===== src/rtl/ball_motion_ctrl.sv =====
// Ball state owner for the pong datapath: offsets, velocity, scores and the
// serve/play/point/game-over sequence, advanced once per frame tick.
module ball_motion_ctrl #(
  parameter logic [31:0] BALL_SPEED_INI = 32'd2,
  parameter logic [31:0] BALL_SPEED_MAX = 32'd6,
  parameter logic [7:0]  POINT_DELAY    = 8'd60,
  parameter logic [3:0]  WIN_SCORE      = 4'd9
) (
  input  logic        i_clk,
  input  logic        i_rst,
  input  logic        i_frame_tick,
  input  logic        i_serve,
  input  logic        i_new_game,
  input  logic [3:0]  i_ball_detect_edge,
  input  logic [7:0]  i_collision_detect,
  output logic [31:0] o_ball_off_x,
  output logic [31:0] o_ball_off_y,
  output logic [31:0] o_ball_vel_x,
  output logic [31:0] o_ball_vel_y,
  output logic [3:0]  o_score_l,
  output logic [3:0]  o_score_r,
  output logic [1:0]  o_game_state
);

  typedef enum logic [1:0] {
    StServe    = 2'd0,
    StPlay     = 2'd1,
    StPoint    = 2'd2,
    StGameOver = 2'd3
  } state_e;

  state_e      r_state;
  logic [31:0] r_off_x;
  logic [31:0] r_off_y;
  logic [31:0] r_speed_x;
  logic        r_dir_x;      // 1 = moving left
  logic        r_dir_y;      // 1 = moving up
  logic        r_serve_dir;  // dir_x applied at the next serve
  logic [3:0]  r_score_l;
  logic [3:0]  r_score_r;
  logic [7:0]  r_cnt;

  state_e      w_state_nxt;
  logic [31:0] w_off_x_nxt;
  logic [31:0] w_off_y_nxt;
  logic [31:0] w_speed_x_nxt;
  logic        w_dir_x_nxt;
  logic        w_dir_y_nxt;
  logic        w_serve_dir_nxt;
  logic [3:0]  w_score_l_nxt;
  logic [3:0]  w_score_r_nxt;
  logic [7:0]  w_cnt_nxt;

  logic        w_r_hit;
  logic        w_l_hit;
  logic        w_r_wall;
  logic        w_l_wall;
  logic        w_top;
  logic        w_bottom;
  logic [31:0] w_speed_inc;
  logic [31:0] w_vel_x_nxt;
  logic [31:0] w_vel_y_nxt;
  logic        w_unused_coll;

  assign w_unused_coll = ^{i_collision_detect[7:6], i_collision_detect[4:3]};

  // Flags only count when they agree with the direction of travel, so a ball still
  // overlapping a region after reflecting is not bounced twice.
  assign w_r_hit  = i_collision_detect[0] & i_collision_detect[2] & ~r_dir_x;
  assign w_l_hit  = i_collision_detect[1] & i_collision_detect[5] &  r_dir_x;
  assign w_r_wall = ~i_ball_detect_edge[1] & ~r_dir_x & ~w_r_hit;
  assign w_l_wall = ~i_ball_detect_edge[3] &  r_dir_x & ~w_l_hit;
  assign w_top    = ~i_ball_detect_edge[2] &  r_dir_y;
  assign w_bottom = ~i_ball_detect_edge[0] & ~r_dir_y;

  assign w_speed_inc = (r_speed_x >= BALL_SPEED_MAX) ? BALL_SPEED_MAX : r_speed_x + 32'd1;

  // Post-update velocity, so the ball moves away from a wall on the tick it reflects.
  assign w_vel_x_nxt = w_dir_x_nxt ? (32'd0 - w_speed_x_nxt) : w_speed_x_nxt;
  assign w_vel_y_nxt = w_dir_y_nxt ? (32'd0 - BALL_SPEED_INI) : BALL_SPEED_INI;

  always_comb begin
    w_state_nxt     = r_state;
    w_off_x_nxt     = r_off_x;
    w_off_y_nxt     = r_off_y;
    w_speed_x_nxt   = r_speed_x;
    w_dir_x_nxt     = r_dir_x;
    w_dir_y_nxt     = r_dir_y;
    w_serve_dir_nxt = r_serve_dir;
    w_score_l_nxt   = r_score_l;
    w_score_r_nxt   = r_score_r;
    w_cnt_nxt       = r_cnt;

    unique case (r_state)
      StServe: begin
        if (i_frame_tick && i_serve) begin
          w_state_nxt = StPlay;
        end
      end

      StPlay: begin
        if (i_frame_tick) begin
          if (w_top) begin
            w_dir_y_nxt = 1'b0;
          end else if (w_bottom) begin
            w_dir_y_nxt = 1'b1;
          end

          if (w_r_hit) begin
            w_dir_x_nxt   = 1'b1;
            w_speed_x_nxt = w_speed_inc;
          end else if (w_l_hit) begin
            w_dir_x_nxt   = 1'b0;
            w_speed_x_nxt = w_speed_inc;
          end else if (w_r_wall) begin
            if (r_score_l != WIN_SCORE) begin
              w_score_l_nxt = r_score_l + 4'd1;
            end
            w_serve_dir_nxt = 1'b0;
            w_state_nxt     = StPoint;
          end else if (w_l_wall) begin
            if (r_score_r != WIN_SCORE) begin
              w_score_r_nxt = r_score_r + 4'd1;
            end
            w_serve_dir_nxt = 1'b1;
            w_state_nxt     = StPoint;
          end

          if (!w_r_wall && !w_l_wall) begin
            w_off_x_nxt = r_off_x + w_vel_x_nxt;
            w_off_y_nxt = r_off_y + w_vel_y_nxt;
          end
        end
      end

      StPoint: begin
        if (i_frame_tick) begin
          if (r_cnt == POINT_DELAY - 8'd1) begin
            w_off_x_nxt   = 32'd0;
            w_off_y_nxt   = 32'd0;
            w_speed_x_nxt = BALL_SPEED_INI;
            w_dir_x_nxt   = r_serve_dir;
            w_dir_y_nxt   = 1'b0;
            w_cnt_nxt     = 8'd0;
            if (r_score_l == WIN_SCORE || r_score_r == WIN_SCORE) begin
              w_state_nxt = StGameOver;
            end else begin
              w_state_nxt = StServe;
            end
          end else begin
            w_cnt_nxt = r_cnt + 8'd1;
          end
        end
      end

      StGameOver: begin
        if (i_new_game) begin
          w_score_l_nxt   = 4'd0;
          w_score_r_nxt   = 4'd0;
          w_off_x_nxt     = 32'd0;
          w_off_y_nxt     = 32'd0;
          w_speed_x_nxt   = BALL_SPEED_INI;
          w_dir_x_nxt     = 1'b0;
          w_dir_y_nxt     = 1'b0;
          w_serve_dir_nxt = 1'b0;
          w_cnt_nxt       = 8'd0;
          w_state_nxt     = StServe;
        end
      end

      default: begin
        w_state_nxt = StServe;
      end
    endcase
  end

  always_ff @(posedge i_clk) begin
    if (i_rst) begin
      r_state     <= StServe;
      r_off_x     <= 32'd0;
      r_off_y     <= 32'd0;
      r_speed_x   <= BALL_SPEED_INI;
      r_dir_x     <= 1'b0;
      r_dir_y     <= 1'b0;
      r_serve_dir <= 1'b0;
      r_score_l   <= 4'd0;
      r_score_r   <= 4'd0;
      r_cnt       <= 8'd0;
    end else begin
      r_state     <= w_state_nxt;
      r_off_x     <= w_off_x_nxt;
      r_off_y     <= w_off_y_nxt;
      r_speed_x   <= w_speed_x_nxt;
      r_dir_x     <= w_dir_x_nxt;
      r_dir_y     <= w_dir_y_nxt;
      r_serve_dir <= w_serve_dir_nxt;
      r_score_l   <= w_score_l_nxt;
      r_score_r   <= w_score_r_nxt;
      r_cnt       <= w_cnt_nxt;
    end
  end

  assign o_ball_off_x  = r_off_x;
  assign o_ball_off_y  = r_off_y;
  assign o_ball_vel_x  = r_dir_x ? (32'd0 - r_speed_x) : r_speed_x;
  assign o_ball_vel_y  = r_dir_y ? (32'd0 - BALL_SPEED_INI) : BALL_SPEED_INI;
  assign o_score_l     = r_score_l;
  assign o_score_r     = r_score_r;
  assign o_game_state  = r_state;

endmodule


===== config.mk =====
export PLATFORM = sky130hd
export DESIGN_NAME = ball_motion_ctrl
export DESIGN_NICKNAME = d
export VERILOG_FILES = /design/src/rtl/ball_motion_ctrl.sv
export SDC_FILE = /design/constraint.sdc
export NUM_CORES = 1
export LEC_CHECK = 0
export BUFFER_PORTS_ARGS = -buffer_cell sky130_fd_sc_hd__buf_2
export CELL_PAD_IN_SITES_DETAIL_PLACEMENT = 0
export CELL_PAD_IN_SITES_GLOBAL_PLACEMENT = 1
export CORE_ASPECT_RATIO = 0.5
export CORE_MARGIN = 2
export CORE_UTILIZATION = 46
export CTS_CLUSTER_SIZE = 12
export DETAILED_ROUTE_END_ITERATION = 7
export PLACE_DENSITY_LB_ADDON = 0.1
export SKIP_CTS_REPAIR_TIMING = 1
export SLEW_MARGIN = 10
export SYNTH_ARGS = -nofsm -noshare
export SYNTH_HDL_FRONTEND = slang
export SYNTH_SLANG_ARGS = --single-unit

===== constraint.sdc =====
create_clock -name i_clk -period 14.6 [get_ports i_clk]
set_clock_uncertainty 0.2 [all_clocks]
set_input_delay 2.92 -clock i_clk [delete_from_list [all_inputs] [get_ports i_clk]]
set_output_delay 2.92 -clock i_clk [all_outputs]
set_load 0.05 [all_outputs]

==> results of run 1 <==
==> final cells by class <==
cell class	instances	share of cell area (%)
sequential	116	22.43
timing repair buffer	158	7.904
clock buffer	21	4.641
multi-input combinational	924	59.35
inverter	27	0.9790
tap	266	3.215
clock inverter	10	1.474
==> synth_stat cells, types with 35 or more instances <==
| cell type | instances |
|---|---|
| clkbuf_1 | 52 |
| nand2_1 | 92 |
| o21ai_0 | 74 |
| xor2_1 | 40 |
| buf_4 | 36 |
| a21oi_1 | 80 |
| ha_1 | 76 |
| xnor2_1 | 59 |
| and2_1 | 35 |
| a21o_1 | 46 |
| dfxtp_1 | 116 |
| nor2_1 | 118 |
==> stage by stage <==
step	util, %	total power, mW	hold slack, ns	setup slack (ns)
floorplan	-	0.5305	0.2536	6.453
global placement	50.18	0.5792	0.2657	5.267
detailed placement	50.18	0.5814	0.2782	5.253
CTS	53.45	1.043	0.2866	5.691
global route	53.45	1.082	0.3098	5.142
finish	53.45	1.035	0.2777	5.496
==> report_power, final <==
part	internal, mW	switching (mW)
Clock	0.301	0.158
Combinational	0.0660	0.175
Sequential	0.325	0.00998
Total	0.692	0.343
==> layout by cell type (no fill, tap or decap), types with 35 or more instances in the layout <==
cell / instances
a21o_1: 46
a21oi_1: 80
and2_1: 35
buf_2: 147
dfxtp_1: 116
ha_1: 76
nand2_1: 92
nor2_1: 117
o21ai_0: 74
xnor2_1: 59
xor2_1: 40
==> routing by layer <==
metal	track usage (%)	routed length [um]	vias up
met5	0	0	-
met2	37.25	10290	230
li1	-	-	4305
met4	6.513	323	0
met3	6.078	1642	29
met1	34.89	13010	3991
==> worst min path at each step <==
stage,end,slack [ns],depth (start not counted)
global route,o_ball_off_x[28]$_SDFFE_PP0P_,0.31,2
CTS,o_ball_off_x[28]$_SDFFE_PP0P_,0.29,2
global placement,o_ball_off_x[26]$_SDFFE_PP0P_,0.27,2
floorplan,r_serve_dir$_SDFFE_PP0P_,0.25,2
finish,o_ball_off_x[22]$_SDFFE_PP0P_,0.28,2
detailed placement,o_ball_off_x[31]$_SDFFE_PP0P_,0.28,1
==> registers in the layout (all words and copies together) (netlist names) <==
signal        flops
o_ball_off_x     32
r_speed_x        32
o_ball_off_y     31
r_cnt             8
o_score_l         4
o_score_r         4
o_game_state      2
r_dir_x           1
r_dir_y           1
r_serve_dir       1
==> kinds of logic after synthesis <==
logic type / synth area share [%]
AOI/OAI and AO/OA: 25.08
and+or+nand+nor: 20.74
DFF: 25.65
adders and majority gates: 10.94
xor gates and xnor gates: 9.576
buffers and inverters: 6.715
other: 0.08294
muxes: 1.216
==> worst max-delay path: cells and delay by family <==
family	cells	cell delay [ns]
AOI/OAI and AO/OA	12	3.04
buffers and inverters	3	0.60
adders and majority gates	1	0.42
and+or+nand+nor	7	2.13
muxes	1	0.09
==> qor.yml, run 1 <==
status:
  status: "completed"
routing:
  avgRoutedWirePerCell_um: 16.60
  drt_iter0_drc: 603
  antenna_left: 0
  wirelength_mm: 25.26
  drt-pass1-iter-count: 6
  drc_errors: 0
  vias: 8555
  vias_per_cell: 5.621
worst_setup_path:
  crit_chain: "buf_2, nor2b_1, nor4b_1, buf_4, o22ai_1, a21o_1, buf_4, a21boi_1, nand3_1, nor2_1, nor2_1, nor2_1, a311oi_1, ha_1, a21o_1, a21o_1, a221o_1, a211oi_1, a211oi_1, o41ai_1, o21ai_0, or3_1, a31oi_1, mux2i_1"
  end_kind: "register"
  rr_worst_depth: 22
  timing.rr.start: "r_speed_x[20]$_SDFF_PP0_"
  worst_setup_path_start_kind: "input port"
  r2r_slack_ns: 6.84
  worstPathMaxFanout: 35
  r2r-end: "o_ball_off_x[31]$_SDFFE_PP0P_"
  slowest_delay_ns: 0.55
  cp.arrival_ns: 9.21
  worstSetupPathType: "input port to register"
  cpMaxStageDelayCell: "nor2_1"
  cp-endpoint: "o_ball_off_x[31]$_SDFFE_PP0P_"
  crit_start: "i_frame_tick"
  required_ns: 14.71
clocking:
  cts_buffers: 17
  insertion_delay_ns: 0.42
  clk_pin_slew_ns: 0.06
  cts_tree: "built"
  htree_levels: 4
  cts_sinks: 116
  clock_path_buffers: 2
  cts_root_buf: "clkbuf_16"
yosys:
  synth.distinct_cells: 65
  ys_seq_elements: 116
  yosysSeqAreaShare_pct: 25.65
  synth_edf_count: 0
  avgSynthCellArea_um2: 7.813
  yosysWarningCount: 0
  synthFlopType: "dfxtp_1"
  synth_area_leader_cell: "dfxtp_1"
  async_flop_share_pct: 0
  synth_area_um2: 9055
  ys_top_cells_by_area: "dfxtp_1 (26%), ha_1 (11%), xnor2_1 (5.7%), nor2_1 (4.9%), a21oi_1 (4.4%)"
  synthCells: 1159
  synthDominantCellAreaShare_pct: 25.65
global_routing:
  grt_pass1_wl_mm: 40.72
  grt_pass1_vias: 7834
  antenna_found_initial: 0
  grt_util_all_layers_pct: 24.55
  gr-total-overflow: 0
  grt_max_degree: 57
run:
  drv_cap: 0
layout:
  nets: 1339
  final_cell_count_no_fill: 1522
  multiInputGateArea_um2: 6145
  fill_cells: 1884
  syn2layout_area_growth_pct: 14.33
  layout.cell_area.non_filler_um2: 10350
  antenna_cells: 0
  regArea_um2: 2322
  drive_above_1_share_pct: 16.56
min_path:
  hp-start: "o_ball_off_x[22]$_SDFFE_PP0P_"
  hp-class: "register to register"
power:
  p_leak_nw: 5.024
  vdd_ir_drop_max_mv: 0.09646
  p_per_area_nw_per_um2: 99.99
timing:
  setup_viol: 0
  period_needed_ns: 9.104
  max_slew_margin_pct: 39.67
  rsz0062_at_grt: "no"
  hold_viol: 0
  period_share_pct: 62.36
  worst_slew_pin_slew_ns: 0.9037
  clock.fmax_ghz: 0.1098
  fin_setup_tns_ns: 0
  slew_viol_final: 0
floorplan:
  core_um2: 19370
  die_height_um: 103.2
  io_pins: 155
  die_w_um: 202.4
  rows: 36
  fp.dieArea_um2: 20890
  start_util_pct: 46.75
place:
  placed_cells: 1491
  place_area_um2: 9719
  dp_hpwl_mm: 18.59
  place_congestion: 0.8757
  numPortBuffers: 147
(Power assumes the default switching activity.)
==> run 2: changes to the inputs <==
- CORE_UTILIZATION: 46 -> 38
- clock period: 14.6 -> 7.7 ns (I/O delays scaled with it)
==> run 2 against run 1 <==
  * Routed wire length grew 6.2%
  * Worst hold slack lost 0.0082 ns
  * Clock power grew 69%
  * Largest cell class unchanged
  * Largest power group unchanged
==> qor.yml, run 2 (synthesized netlist as in run 1, its figures left out) <==
status:
  status: "completed"
routing:
  drt-pass1-iter-count: 7  # +1
  dr.max_layer_used: "met4"
  vias: 8555  # unchanged
  met3_length_mm: 1.557  # -5.2%
  drt_iter0_drc: 611  # +1.3%
  wirelength_mm: 26.84  # +6.2%
  drc_errors: 0  # unchanged
  avgRoutedWirePerCell_um: 17.08  # +2.9%
  wl_met1_mm: 14.48  # +11%
  met2WireLength_mm: 10.55  # +2.5%
  vias_per_cell: 5.446  # -3.1%
  antenna_left: 0  # unchanged
floorplan:
  core_um2: 23080  # +19%
  fp.dieArea_um2: 25150  # +20%
  start_util_pct: 39.23  # -7.5 points
  io_pins: 155  # unchanged
  die_w_um: 222.3  # +9.8%
  rows: 39  # +8.3%
  die_height_um: 113.2  # +9.6%
timing:
  worst_slew_pin_slew_ns: 1.134  # +0.2300 ns
  slew_viol_final: 0  # unchanged
  setup_viol: 0  # unchanged
  period_needed_ns: 7.021
  rsz0062_at_grt: "no"
  fin_setup_tns_ns: 0  # unchanged
  hold_viol: 0  # unchanged
  clock.fmax_ghz: 0.1424
  period_share_pct: 91.18
  max_slew_margin_pct: 24.08  # -16 points
worst_setup_path:
  worstSetupPathType: "register to register"
  worst_setup_path_start_kind: "register"
  required_ns: 7.82  # -6.89 ns
  worstPathMaxFanout: 6  # -83%
  cp.arrival_ns: 7.15  # -2.06 ns
  end_kind: "register"
global_routing:
  grt_pass1_vias: 7929  # +1.2%
  grt_util_all_layers_pct: 21.52  # -3.0 points
  gr-total-overflow: 0  # unchanged
  grt_pass1_wl_mm: 42.92  # +5.4%
  antenna_found_initial: 0  # unchanged
  grt_max_degree: 60  # +5.3%
power:
  p_leak_nw: 5.006  # -0.37%
  p_per_area_nw_per_um2: 181.1  # +81%
  vdd_ir_drop_max_mv: 0.1128  # +17%
clocking:
  cts_sinks: 116  # unchanged
  htree_levels: 4  # unchanged
  clock_path_buffers: 2  # unchanged
  insertion_delay_ns: 0.45  # +0.03 ns
  clk_pin_slew_ns: 0.06  # about the same
  cts_root_buf: "clkbuf_16"
  cts_buffers: 17  # unchanged
  cts_tree: "built"
layout:
  most-common-layout-cells: "buf_2 (147), nor2_1 (117), dfxtp_1 (116)"
  antenna_cells: 0  # unchanged
  final_cell_count_no_fill: 1571  # +3.2%
  syn2layout_area_growth_pct: 14.83
  post-route-util_pct: 45.05  # -8.4 points
  multiInputGateArea_um2: 6147  # about the same
  regArea_um2: 2322  # unchanged
  layout_commonest_cell: "buf_2"
  drive_above_1_share_pct: 17.17  # +0.61 points
  fill_cells: 2366  # +26%
  nets: 1346  # +0.52%
place:
  numPortBuffers: 147  # unchanged
  placed_cells: 1539  # +3.2%
  dp_hpwl_mm: 19.89  # +7.0%
  place_congestion: 0.8497  # -3.0%
min_path:
  hp-class: "register to register"
run:
  drv_cap: 0  # unchanged
[run 2: changes by cell type in the layout (fill, tap and decap cells not counted), sizes merged]
cell,delta
clkinvlp,+5
clkbuf,-3
inv,+1
clkinv,+1
bufinv,-3
buf,+7
[run 2: cell type report]
type | count | share of cell area, %
multi-input combinational | 924 | 59.12
timing repair buffer | 165 | 8.375
clock buffer | 18 | 4.224
inverter | 27 | 0.9747
clock inverter | 14 | 1.276
tap | 307 | 3.694
sequential | 116 | 22.33
[run 2: path summary, 6_finish.rpt]
kind | from | endpoint | slack (ns) | cells after the start
max | r_speed_x[20]$_SDFF_PP0_ | o_ball_off_x[31]$_SDFFE_PP0P_ | 0.68 | 22
min reg2reg | o_ball_off_x[31]$_SDFFE_PP0P_ | o_ball_off_x[31]$_SDFFE_PP0P_ | 0.27 | 1
min | o_ball_off_x[31]$_SDFFE_PP0P_ | o_ball_off_x[31]$_SDFFE_PP0P_ | 0.27 | 1
max reg2reg | r_speed_x[20]$_SDFF_PP0_ | o_ball_off_x[31]$_SDFFE_PP0P_ | 0.68 | 22
[run 2: routing by layer]
metal  up-vias  track usage (%)
met4         0            4.820
met5         -                0
li1       4318                -
met2       220            30.78
met1      3997            32.09
met3        20            5.323
[run 2: where the power goes]
group          switching (mW)  total (mW)  internal, mW
combinational           0.338       0.468         0.130
sequential             0.0200       0.636         0.616
clock                   0.325       0.778         0.453
total                   0.684        1.88          1.20
[run 2: metrics by stage]
stage	hold slack [ns]	worst slack, ns	instance area, um^2	total power [mW]
finish	0.2696	0.6790	10400	1.883
global route	0.3038	0.1545	10400	1.977
CTS	0.2745	0.6878	10400	1.901
detailed placement	0.2655	0.3797	9826	1.114
global placement	0.2456	0.3363	9826	1.110
floorplan	0.2536	0.9334	9059	1.006
[run 2: worst max-delay path, stage by stage (launching register included)]
cell and delay, ns:
dfxtp_1 0.38, or4_1 0.69, or4_4 0.51, nor4_1 0.57, a32o_1 0.34, ha_1 0.18
and2_1 0.21, and3_1 0.26, nor3b_1 0.27, nor2_1 0.09, a311oi_1 0.55, ha_1 0.40
a21o_1 0.19, a21o_1 0.19, a221o_1 0.31, a211oi_1 0.24, a211oi_1 0.10, o41ai_1 0.28
buf_4 0.18, o21ai_0 0.14, or3_1 0.36, a31oi_1 0.18, mux2i_1 0.09
